### config.mk
export PLATFORM = sky130hd
export DESIGN_NAME = asip_control_unit
export DESIGN_NICKNAME = d
export VERILOG_FILES = /design/src/rtl/asip_pkg.sv /design/src/rtl/asip_cond_check.sv /design/src/rtl/asip_control_unit.sv
export SDC_FILE = /design/constraint.sdc
export NUM_CORES = 1
export LEC_CHECK = 0
export CAP_MARGIN = 20
export CORE_AREA = 2 2 53 45
export DETAILED_ROUTE_END_ITERATION = 10
export DIE_AREA = 0 0 55 47
export GPL_TIMING_DRIVEN = 0
export PLACE_DENSITY = 0.76
export SLEW_MARGIN = 15
export SYNTH_ARGS = -nofsm -noshare
export SYNTH_HDL_FRONTEND = slang
export SYNTH_SLANG_ARGS = --single-unit
### constraint.sdc
create_clock -name clk -period 1.11 [get_ports clk]
set_input_delay 0.1665 -clock clk [delete_from_list [all_inputs] [get_ports clk]]
set_output_delay 0.1665 -clock clk [all_outputs]
set_load 0.02 [all_outputs]
### src/rtl/asip_pkg.sv
// Shared encodings for the 17-bit ASIP control path: opcode and condition
// fields, datapath select constants and the control FSM state type.
package asip_pkg;

  typedef enum logic [1:0] {
    OP_DP  = 2'b00,
    OP_MEM = 2'b01,
    OP_BR  = 2'b10,
    OP_UND = 2'b11
  } op_e;

  typedef enum logic [2:0] {
    C_AL = 3'b000,
    C_EQ = 3'b001,
    C_NE = 3'b010,
    C_LT = 3'b011,
    C_GE = 3'b100,
    C_MI = 3'b101,
    C_PL = 3'b110,
    C_NV = 3'b111
  } cond_e;

  localparam logic [1:0] ALU_SUM = 2'b00;
  localparam logic [1:0] ALU_RST = 2'b01;
  localparam logic [1:0] ALU_AND = 2'b10;
  localparam logic [1:0] ALU_ORR = 2'b11;

  localparam logic [1:0] IMM_ALU = 2'b00;
  localparam logic [1:0] IMM_MEM = 2'b01;
  localparam logic [1:0] IMM_BR  = 2'b10;

  localparam logic [1:0] REGSRC_NONE  = 2'b00;
  localparam logic [1:0] REGSRC_BR    = 2'b01;
  localparam logic [1:0] REGSRC_STORE = 2'b10;

  typedef enum logic {
    S_EXEC  = 1'b0,
    S_MWAIT = 1'b1
  } state_e;

endpackage

### src/rtl/asip_cond_check.sv
// Branch condition evaluator: compares a 3-bit condition code against an
// {N,Z,C,V} flag vector and reports whether the branch is taken.
module asip_cond_check
  import asip_pkg::*;
(
  input  logic [2:0] cond,
  input  logic [3:0] flags,
  output logic       pass
);

  logic n, z, v;
  logic unused_c;

  assign n        = flags[3];
  assign z        = flags[2];
  assign v        = flags[0];
  assign unused_c = flags[1];

  always_comb begin
    pass = 1'b0;
    case (cond_e'(cond))
      C_AL:    pass = 1'b1;
      C_EQ:    pass = z;
      C_NE:    pass = ~z;
      C_LT:    pass = (n != v);
      C_GE:    pass = (n == v);
      C_MI:    pass = n;
      C_PL:    pass = ~n;
      default: pass = 1'b0;
    endcase
  end

endmodule

### src/rtl/asip_control_unit.sv
// ASIP control unit: instruction decode, registered NZCV flags, and a two-state
// FSM that stalls the PC on data-memory accesses with an optional watchdog.
module asip_control_unit
  import asip_pkg::*;
#(
  parameter int IW       = 17,
  parameter int MAX_WAIT = 15
) (
  input  logic          clk,
  input  logic          reset,
  input  logic [IW-1:0] Instr,
  input  logic [3:0]    ALUFlags,
  input  logic          mem_ready,
  output logic [1:0]    RegSrc,
  output logic          RegWrite,
  output logic [1:0]    ImmSrc,
  output logic          ALUSrc,
  output logic [1:0]    ALUControl,
  output logic          MemWrite,
  output logic          MemtoReg,
  output logic          PCSrc,
  output logic          PCEn,
  output logic          mem_req,
  output logic          mem_error,
  output logic          illegal
);

  localparam int CW = (MAX_WAIT > 0) ? $clog2(MAX_WAIT + 1) : 1;
  localparam logic [CW-1:0] WAIT_LIM = CW'(MAX_WAIT);

  state_e        state_q, state_d;
  logic [3:0]    flags_q, flags_d;
  logic [CW-1:0] wait_cnt_q, wait_cnt_d;

  op_e  op;
  logic is_load;
  logic cond_pass;
  logic unused_instr;

  assign op           = op_e'(Instr[16:15]);
  assign is_load      = Instr[12];
  assign unused_instr = ^Instr[10:0];

  asip_cond_check u_cond (
    .cond  (Instr[13:11]),
    .flags (flags_q),
    .pass  (cond_pass)
  );

  always_comb begin
    RegSrc     = REGSRC_NONE;
    RegWrite   = 1'b0;
    ImmSrc     = IMM_ALU;
    ALUSrc     = 1'b0;
    ALUControl = ALU_SUM;
    MemWrite   = 1'b0;
    MemtoReg   = 1'b0;
    PCSrc      = 1'b0;
    PCEn       = 1'b1;
    mem_req    = 1'b0;
    mem_error  = 1'b0;
    illegal    = 1'b0;
    state_d    = S_EXEC;
    flags_d    = flags_q;
    wait_cnt_d = wait_cnt_q;

    case (op)
      OP_DP: begin
        RegWrite   = 1'b1;
        ALUSrc     = Instr[14];
        ALUControl = Instr[13:12];
        flags_d    = ALUFlags;
      end
      OP_MEM: begin
        ImmSrc  = IMM_MEM;
        ALUSrc  = 1'b1;
        mem_req = 1'b1;
        if (is_load) begin
          MemtoReg = 1'b1;
        end else begin
          RegSrc   = REGSRC_STORE;
          MemWrite = 1'b1;
        end
        // Stall sequencing: the instruction is held upstream while PCEn is low.
        if (mem_ready) begin
          RegWrite = is_load;
        end else if (state_q == S_EXEC) begin
          PCEn       = 1'b0;
          state_d    = S_MWAIT;
          wait_cnt_d = '0;
        end else if ((MAX_WAIT > 0) && (wait_cnt_q == WAIT_LIM)) begin
          mem_error = 1'b1;
          mem_req   = 1'b0;
        end else begin
          PCEn       = 1'b0;
          state_d    = S_MWAIT;
          wait_cnt_d = wait_cnt_q + CW'(1);
        end
      end
      OP_BR: begin
        RegSrc = REGSRC_BR;
        ImmSrc = IMM_BR;
        ALUSrc = 1'b1;
        PCSrc  = cond_pass;
      end
      default: begin
        illegal = 1'b1;
      end
    endcase

    if (reset) begin
      RegSrc     = 2'b00;
      RegWrite   = 1'b0;
      ImmSrc     = 2'b00;
      ALUSrc     = 1'b0;
      ALUControl = 2'b00;
      MemWrite   = 1'b0;
      MemtoReg   = 1'b0;
      PCSrc      = 1'b0;
      PCEn       = 1'b0;
      mem_req    = 1'b0;
      mem_error  = 1'b0;
      illegal    = 1'b0;
    end
  end

  always_ff @(posedge clk) begin
    if (reset) begin
      state_q    <= S_EXEC;
      flags_q    <= 4'b0000;
      wait_cnt_q <= '0;
    end else begin
      state_q    <= state_d;
      flags_q    <= flags_d;
      wait_cnt_q <= wait_cnt_d;
    end
  end

endmodule

==> impl_results.rst, run 1 <==
.. list-table::
   :header-rows: 1

   * - Metric
     - Value
   * - Count of synthesis-stage warnings from yosys
     - 0
   * - Cells traversed along the worst timing path
     - mux2_4 > a211oi_4 > a311oi_4 > buf_6
   * - Result of the run
     - complete, but fails checks
   * - Slowest cell on crit path
     - sky130_fd_sc_hd__dfxtp_4
   * - Longest individual stage delay on the worst path
     - about 0.36 ns
   * - Xor/xnor cell area share of the yosys netlist
     - 0.0146
   * - Sum Neg Setup Slack
     - -1.72 ns
   * - Initial cell density of the core
     - 0.290
   * - FF+latch count, synth
     - 8
   * - Hold path endpoint
     - state_q
   * - Path type of the worst min-delay path
     - in -> reg
   * - GP Congestion
     - about 0.70
   * - Number of cells traversed by the worst register-to-register path
     - 5
   * - Worst reg2reg setup slack
     - -0.10 ns
   * - Top post-synthesis cells by area
     - sky130_fd_sc_hd__dfxtp_1 (27%), sky130_fd_sc_hd__ha_1 (15%), sky130_fd_sc_hd__mux2i_1 (6.7%)
   * - Failing checks
     - negative setup slack
   * - Largest net degree at the start of global routing
     - 11
   * - Vertical die dimension
     - approximately 47 um
   * - DP Cell Count
     - between 100 and 150
   * - Launch instance of the worst min-delay path
     - reset
   * - Area of the core
     - just over 2000 um2
   * - Critical path class
     - reg -> out
   * - Post-layout instance count excluding filler cells
     - 131
   * - Average cell area after synthesis
     - ~8.3 um2
   * - Number of detailed-route iterations in the first pass
     - 4
   * - Worst Max-Slew Pin Slew
     - approximately 0.28 ns
   * - Detail-routed net length per standard cell
     - approximately 14 um
   * - Total nets after synthesis
     - ~100
   * - Die outline area
     - around 2600 um2
   * - RSZ-0062 raised after global routing
     - yes
   * - Fraction of the mapped netlist area in compound gates
     - 0.163
   * - Capturing point of the worst reg2reg path
     - wait_cnt_q[0]
   * - Count of pins over their slew limit
     - 0
   * - Type of element launching the critical path
     - flop
   * - Fmax achieved
     - 651 MHz
   * - DRC violations left
     - 0
   * - Maximum root-to-sink buffer count
     - 2
   * - Clock sinks
     - 8
   * - Distinct cells, synth
     - 31
   * - Critical-path maximum fanout
     - 3
   * - HPWL after DPL
     - roughly 1300 um
   * - IO Pins
     - 39
   * - Worst hold path cell count
     - 2
   * - Number of max-cap violations
     - 0
   * - Vias in the first global route
     - between 500 and 600
   * - Areal power density over the cells
     - between 600 and 700 nW/um2
   * - Crit path capture type
     - output port
   * - Worst supply voltage drop on vdd
     - 666 uV
   * - Required time reported for the critical path endpoint
     - between 0.9 and 1 ns
   * - Count of vias placed by the detailed router
     - ~650
   * - Summed instance area of the synthesized netlist
     - 598 um2
   * - Dominant combinational cell family by area after synthesis
     - simple AND/OR/NAND/NOR gates
   * - Number of antenna violations at the first check in global routing
     - 0
   * - Insertion delay of the later-clocked pin in the worst-skew pair
     - 0.25 ns
   * - Total Routed Length
     - between 1500 and 2000 um
   * - Async set-or-reset flop fraction in the synthesized netlist
     - 0
   * - Final hold vios
     - 0
   * - Register clock-pin slew on the reported worst setup and hold paths
     - roughly 0.06 ns
   * - Area share of fa/ha/maj cells after synthesis
     - 0.146
   * - Dominant synthesized flop cell
     - sky130_fd_sc_hd__dfxtp_1
   * - Arrival time of data at the critical path endpoint
     - ~1.4 ns
   * - Die Wd
     - between 50 and 60 um
   * - Post-placement worst setup slack
     - -1.24 ns
   * - Final nets
     - approximately 140
   * - P&R area growth vs syn
     - 87.2%
   * - Wire length of the first global-routing pass
     - approximately 2600 um
   * - Cell type with the largest total area after synthesis
     - sky130_fd_sc_hd__dfxtp_1
   * - Number of buffers created by CTS
     - 3
   * - Most common cell after layout, fill and taps aside
     - sky130_fd_sc_hd__buf_4
   * - Standard-cell row count
     - 15
   * - Multiplexer fraction of the synthesized cell area
     - 0.0858
   * - Final min period
     - ~1.5 ns
   * - GR Util All Layers
     - 0.150
   * - Vias per cell
     - 4.98
   * - Yosys top cell area share
     - 0.268
   * - Number of hold-repair buffers added at the cts stage
     - 0
   * - Number of setup violations in the final report
     - 7
   * - Commonest cells after routing, fill and taps aside
     - sky130_fd_sc_hd__buf_4 (9), sky130_fd_sc_hd__buf_2 (8), sky130_fd_sc_hd__nor2_1 (5), sky130_fd_sc_hd__buf_6 (5)
   * - Share of final-layout standard cells stronger than drive strength 1
     - 0.566
   * - CTS tree
     - done
   * - Leak pwr
     - between 0.0004 and 0.0005 uW
   * - Worst reg2reg startpoint
     - wait_cnt_q[0]
   * - Count of buffers inserted at the top-level ports
     - 26
   * - Cell count after synthesis
     - between 70 and 80
   * - Total number of H-tree levels
     - 1
   * - Largest clock skew in the final design
     - ~0.0095 ns
   * - Final Cycle Share
     - 1.38
   * - Number of antenna cells inserted
     - 0
   * - Overflow left after global routing
     - 0
   * - Number of flops mapped to enable cells by yosys
     - 0
   * - Portion of the post-synthesis area used by sequential elements
     - 0.268
   * - Buffer cell driving the clock tree root
     - sky130_fd_sc_hd__clkbuf_4
   * - Final antenna-violating net count
     - 0
   * - Max_slew headroom
     - 0.810
   * - First-iteration detailed-routing DRC count
     - 16
   * - Final WS setup
     - -0.426 ns
   * - Post-synthesis share of cell area spent on and, or, nand and nor gates
     - 0.272
## per-layer routing
layer | wire [um] | global-route usage | up-vias
met2 | 940 | 0.231 | 21
li1 | - | - | 328
met5 | 0 | 0 | -
met1 | 777 | 0.201 | 300
met3 | 85 | 0.0573 | 4
met4 | 20 | 0.0293 | 0
## cell usage after synthesis (all sizes together) (2+ instances only)
cell	count
a31oi	2
clkbuf	2
nor2	8
inv	4
nor3	3
nand4	2
o21ai	4
mux2i	4
nor2b	2
ha	7
nand2b	3
a211oi	2
dfxtp	8
a21oi	5
nand4b	2
## power by group
group / switching [uW] / internal, uW
logic: 130 / 132
clock network: 93.4 / 123
registers: 9.47 / 293
total: 233 / 549
## state kept, by name (all words and copies together) (netlist names)
| signal | count |
|---|---|
| flags_q | 3 |
| state_q | 1 |
| wait_cnt_q | 4 |
## metrics by stage
stage,cell area [um2],power (uW),hold slack [ns],util
2_1_floorplan,691,423,0.246,-
3_3_place_gp,982,529,0.487,0.476
3_5_place_dp,982,535,0.495,0.476
4_1_cts,1090,776,0.219,0.527
5_1_grt,1120,836,0.209,0.542
6_report,1120,781,0.208,0.542
## worst max-delay path, delay by kind of cell (launching register included)
family          cells  cell delay, ns
mux                 1            0.31
buf+inv             1            0.15
compound gates      2            0.31
flops               1            0.36
## how the worst max path moves through the flow
stage | startpoint | to | slack (ns) | depth (start not counted)
after CTS | flags_q[2] | PCSrc | -0.45 | 4
final | flags_q[2] | PCSrc | -0.43 | 4
after global placement | Instr[12] | PCSrc | -1.21 | 5
after global routing | flags_q[2] | PCSrc | -0.49 | 4
after floorplan | wait_cnt_q[1] | PCEn | -0.06 | 3
after detailed placement | Instr[12] | PCSrc | -1.24 | 5
## layout make-up
type / count / area (um2)
multi-input cells: 57 / 563
well taps: 25 / 31.3
flip-flops and latches: 8 / 169
plain buffers: 2 / 21.3
inverters: 4 / 27.5
fillers: 195 / 945
repair buffers: 32 / 285
clock buffers: 3 / 22.5
## logic make-up (layout without fill, tap and decap cells)
family / Yosys count / count (layout)
compound gates: 16 / 16
xor+xnor: 1 / 1
fa+ha+maj: 7 / 7
buf+inv: 7 / 41
flops: 8 / 8
mux: 5 / 5
simple gates: 28 / 28
## what timing repair did
| action | in CTS | in global routing |
|---|---|---|
| setup buffers | 6 | 0 |
| endpoints found under the setup margin | 23 | 16 |
| pin swaps | 12 | 7 |
| gates cloned | 0 | 0 |
| gates resized for setup | 109 | 17 |
No activity file was read; power rests on OpenSTA's default activity.
==> run 2, diff against run 1 <==
--- a/config.mk
+++ b/config.mk
@@ -6,11 +6,13 @@
 export NUM_CORES = 1
 export LEC_CHECK = 0
 export CAP_MARGIN = 20
-export CORE_AREA = 2 2 53 45
+export CELL_PAD_IN_SITES_DETAIL_PLACEMENT = 0
+export CELL_PAD_IN_SITES_GLOBAL_PLACEMENT = 1
+export CORE_AREA = 2 2 63 53
 export DETAILED_ROUTE_END_ITERATION = 10
-export DIE_AREA = 0 0 55 47
+export DIE_AREA = 0 0 65 55
 export GPL_TIMING_DRIVEN = 0
-export PLACE_DENSITY = 0.76
+export PLACE_DENSITY = 0.77
 export SLEW_MARGIN = 15
 export SYNTH_ARGS = -nofsm -noshare
 export SYNTH_HDL_FRONTEND = slang
==> impl_results.rst, run 2 (same netlist as run 1, synthesis figures left out) <==
.. list-table::
   :header-rows: 1

   * - Metric
     - Value
   * - Met3 track demand over resource
     - 0.0466 (-0.0108)
   * - Sum Neg Setup Slack
     - -2.42 ns (-0.696 ns)
   * - Areal power density over the cells
     - 720 nW/um2 (+3.2%)
   * - Required time reported for the critical path endpoint
     - 0.94 ns (about the same)
   * - Result of the run
     - complete, but fails checks
   * - Fin Hold WS
     - 0.244 ns (+0.0357 ns)
   * - Final design instance area without fill
     - 1310 um2 (+17%)
   * - RSZ-0062 raised after global routing
     - yes
   * - Most common cell after layout, fill and taps aside
     - sky130_fd_sc_hd__buf_4
   * - Vertical die dimension
     - 55 um (+17%)
   * - GP Congestion
     - 0.684 (-2.7%)
   * - Number of detailed-route iterations in the first pass
     - 4 (unchanged)
   * - Area taken by flip-flops and latches
     - 170 um2 (+0.74%)
   * - Total number of H-tree levels
     - 1 (unchanged)
   * - DP Cell Count
     - 138 (+12%)
   * - Final Cycle Share
     - 1.36 (-0.0253)
   * - Final min period
     - 1.51 ns (-0.0281 ns)
   * - Area of the core
     - 2950 um2 (+43%)
   * - Final nets
     - 150 (+7.9%)
   * - Area after DPL
     - 1000 um2 (+1.9%)
   * - Count of pins over their slew limit
     - 0 (unchanged)
   * - Number of hold-repair buffers added at the cts stage
     - 0 (unchanged)
   * - Number of buffers created by CTS
     - 3 (unchanged)
   * - Number of antenna violations at the first check in global routing
     - 0 (unchanged)
   * - Max_slew headroom
     - 0.822 (+0.0120)
   * - Register ranked first by flip-flop count
     - wait_cnt_q
   * - Post-layout instance count excluding filler cells
     - 157 (+20%)
   * - Final hold vios
     - 0 (unchanged)
   * - Commonest cells after routing, fill and taps aside
     - sky130_fd_sc_hd__buf_4 (17), sky130_fd_sc_hd__buf_6 (11)
   * - Flip-flop count of the largest register, all copies and words added
     - 4 (unchanged)
   * - Area of combinational cells with multiple inputs
     - 607 um2 (+7.8%)
   * - Largest net degree at the start of global routing
     - 9 (-2)
   * - First-iteration detailed-routing DRC count
     - 43 (+27)
   * - Crit path capture type
     - output port
   * - Fmax achieved
     - 663 MHz (+1.9%)
   * - Number of antenna cells inserted
     - 0 (unchanged)
   * - Vias in the first global route
     - 644 (+16%)
   * - Final WS setup
     - -0.398 ns (+0.0281 ns)
   * - Met2 Use GR
     - 0.216 (-0.0145)
   * - Path type of the worst min-delay path
     - in -> reg
   * - Overflow left after global routing
     - 0 (unchanged)
   * - Count of vias placed by the detailed router
     - 700 (+7.2%)
   * - Vias per cell
     - 4.46 (-11%)
   * - Die outline area
     - 3580 um2 (+38%)
   * - Initial cell density of the core
     - 0.203 (-0.0870)
   * - Failing checks
     - negative setup slack
   * - P&R area growth vs syn
     - 119%
   * - Top Registers
     - wait_cnt_q (4), flags_q (3), state_q (1)
   * - Critical path class
     - reg -> out
   * - Leak pwr
     - 0.000546 uW (+11%)
   * - Worst supply voltage drop on vdd
     - 366 uV (-45%)
   * - DRC violations left
     - 0 (unchanged)
   * - Type of element launching the critical path
     - flop
   * - GR Util All Layers
     - 0.114 (-0.0354)
   * - Critical-path maximum fanout
     - 3 (unchanged)
   * - Number of setup violations in the final report
     - 11 (+4)
   * - HPWL after DPL
     - 1290 um (-2.4%)
   * - Register clock-pin slew on the reported worst setup and hold paths
     - 0.04 ns (-0.02 ns)
   * - Arrival time of data at the critical path endpoint
     - 1.34 ns (-0.03 ns)
   * - Wire length of the first global-routing pass
     - 2990 um (+13%)
   * - CTS tree
     - done
   * - Filler instances
     - 285 (+46%)
   * - Number of max-cap violations
     - 0 (unchanged)
   * - Count of buffers inserted at the top-level ports
     - 26 (unchanged)
   * - Share of final-layout standard cells stronger than drive strength 1
     - 0.650 (+0.0835)
   * - Most congested layer reported by global routing
     - met2
   * - Standard-cell row count
     - 18 (+3)
   * - Buffer cell driving the clock tree root
     - sky130_fd_sc_hd__clkbuf_8
   * - IO Pins
     - 39 (unchanged)
   * - Insertion delay of the later-clocked pin in the worst-skew pair
     - 0.23 ns (-0.02 ns)
   * - Total Routed Length
     - 1930 um (+5.8%)
   * - Die Wd
     - 65 um (+18%)
   * - Worst Max-Slew Pin Slew
     - 0.260 ns (-0.0243 ns)
   * - Detail-routed net length per standard cell
     - 12.3 um (-12%)
   * - Met1 Resource Use GR
     - 0.123 (-0.0779)
   * - Final antenna-violating net count
     - 0 (unchanged)
   * - Maximum root-to-sink buffer count
     - 2 (unchanged)
   * - Largest clock skew in the final design
     - 0.00296 ns (-0.00652 ns)
   * - Clock sinks
     - 8 (unchanged)
run 2: cell count changes in the layout (fill, tap and decap cells not counted), moves of 2 or more:
| cell | previous run | this run |
|---|---|---|
| sky130_fd_sc_hd__o21ai_2 | 1 | 3 |
| sky130_fd_sc_hd__clkbuf_2 | 0 | 2 |
| sky130_fd_sc_hd__buf_2 | 8 | 4 |
| sky130_fd_sc_hd__buf_4 | 9 | 17 |
| sky130_fd_sc_hd__o21ai_1 | 3 | 0 |
| sky130_fd_sc_hd__clkbuf_4 | 3 | 0 |
| sky130_fd_sc_hd__dfxtp_2 | 4 | 2 |
| sky130_fd_sc_hd__clkbuf_8 | 1 | 4 |
| sky130_fd_sc_hd__buf_6 | 5 | 11 |
run 2: per-layer routing:
metal  wire length, um  share of wire
met1               777           0.40
met2              1040           0.54
met3               107          0.055
met4                 0              0
met5                 0              0
run 2: report_power, final:
| group | total (uW) | internal [uW] | switching (uW) |
|---|---|---|---|
| clock network | 352 | 235 | 116 |
| logic | 290 | 149 | 142 |
| registers | 300 | 291 | 9.01 |
| total | 942 | 675 | 267 |
run 2: per-stage QoR:
stage                     setup slack, ns  total power (uW)   util
final                              -0.398               942  0.443
after global routing               -0.461               993  0.443
after CTS                          -0.402               914  0.396
after detailed placement            -1.20               533  0.339
after global placement              -1.20               532  0.339
after floorplan                   -0.0649               423      -
run 2: final timing paths:
path | depth (start not counted) | end | startpoint | slack, ns
setup / recovery | 4 | PCSrc | flags_q[2] | -0.40
setup reg to reg | 7 | wait_cnt_q[3] | wait_cnt_q[0] | -0.22
hold reg to reg | 2 | wait_cnt_q[1] | state_q | 0.53
hold / removal | 2 | state_q | reset | 0.24
run 2: final cells by class:
cell class              count  area share
plain buffers               2      0.0163
clock buffers               3      0.0316
inverters                   4      0.0249
multi-input cells          57       0.464
flip-flops and latches      8       0.130
well taps                  40      0.0383
repair buffers             43       0.295
run 2: repair_timing:
| item | 4_1_cts | 5_1_grt |
|---|---|---|
| pin swaps | 15 | 8 |
| gates resized for setup | 113 | 30 |
| buffers inserted | 11 | 6 |
| setup endpoints to repair | 23 | 16 |
run 2: critical path, cell delays in order (launching register included):
cell and delay (ns):
sky130_fd_sc_hd__dfxtp_2 0.35, sky130_fd_sc_hd__mux2_4 0.32, sky130_fd_sc_hd__a211oi_4 0.25, sky130_fd_sc_hd__a311oi_4 0.05, sky130_fd_sc_hd__buf_6 0.15
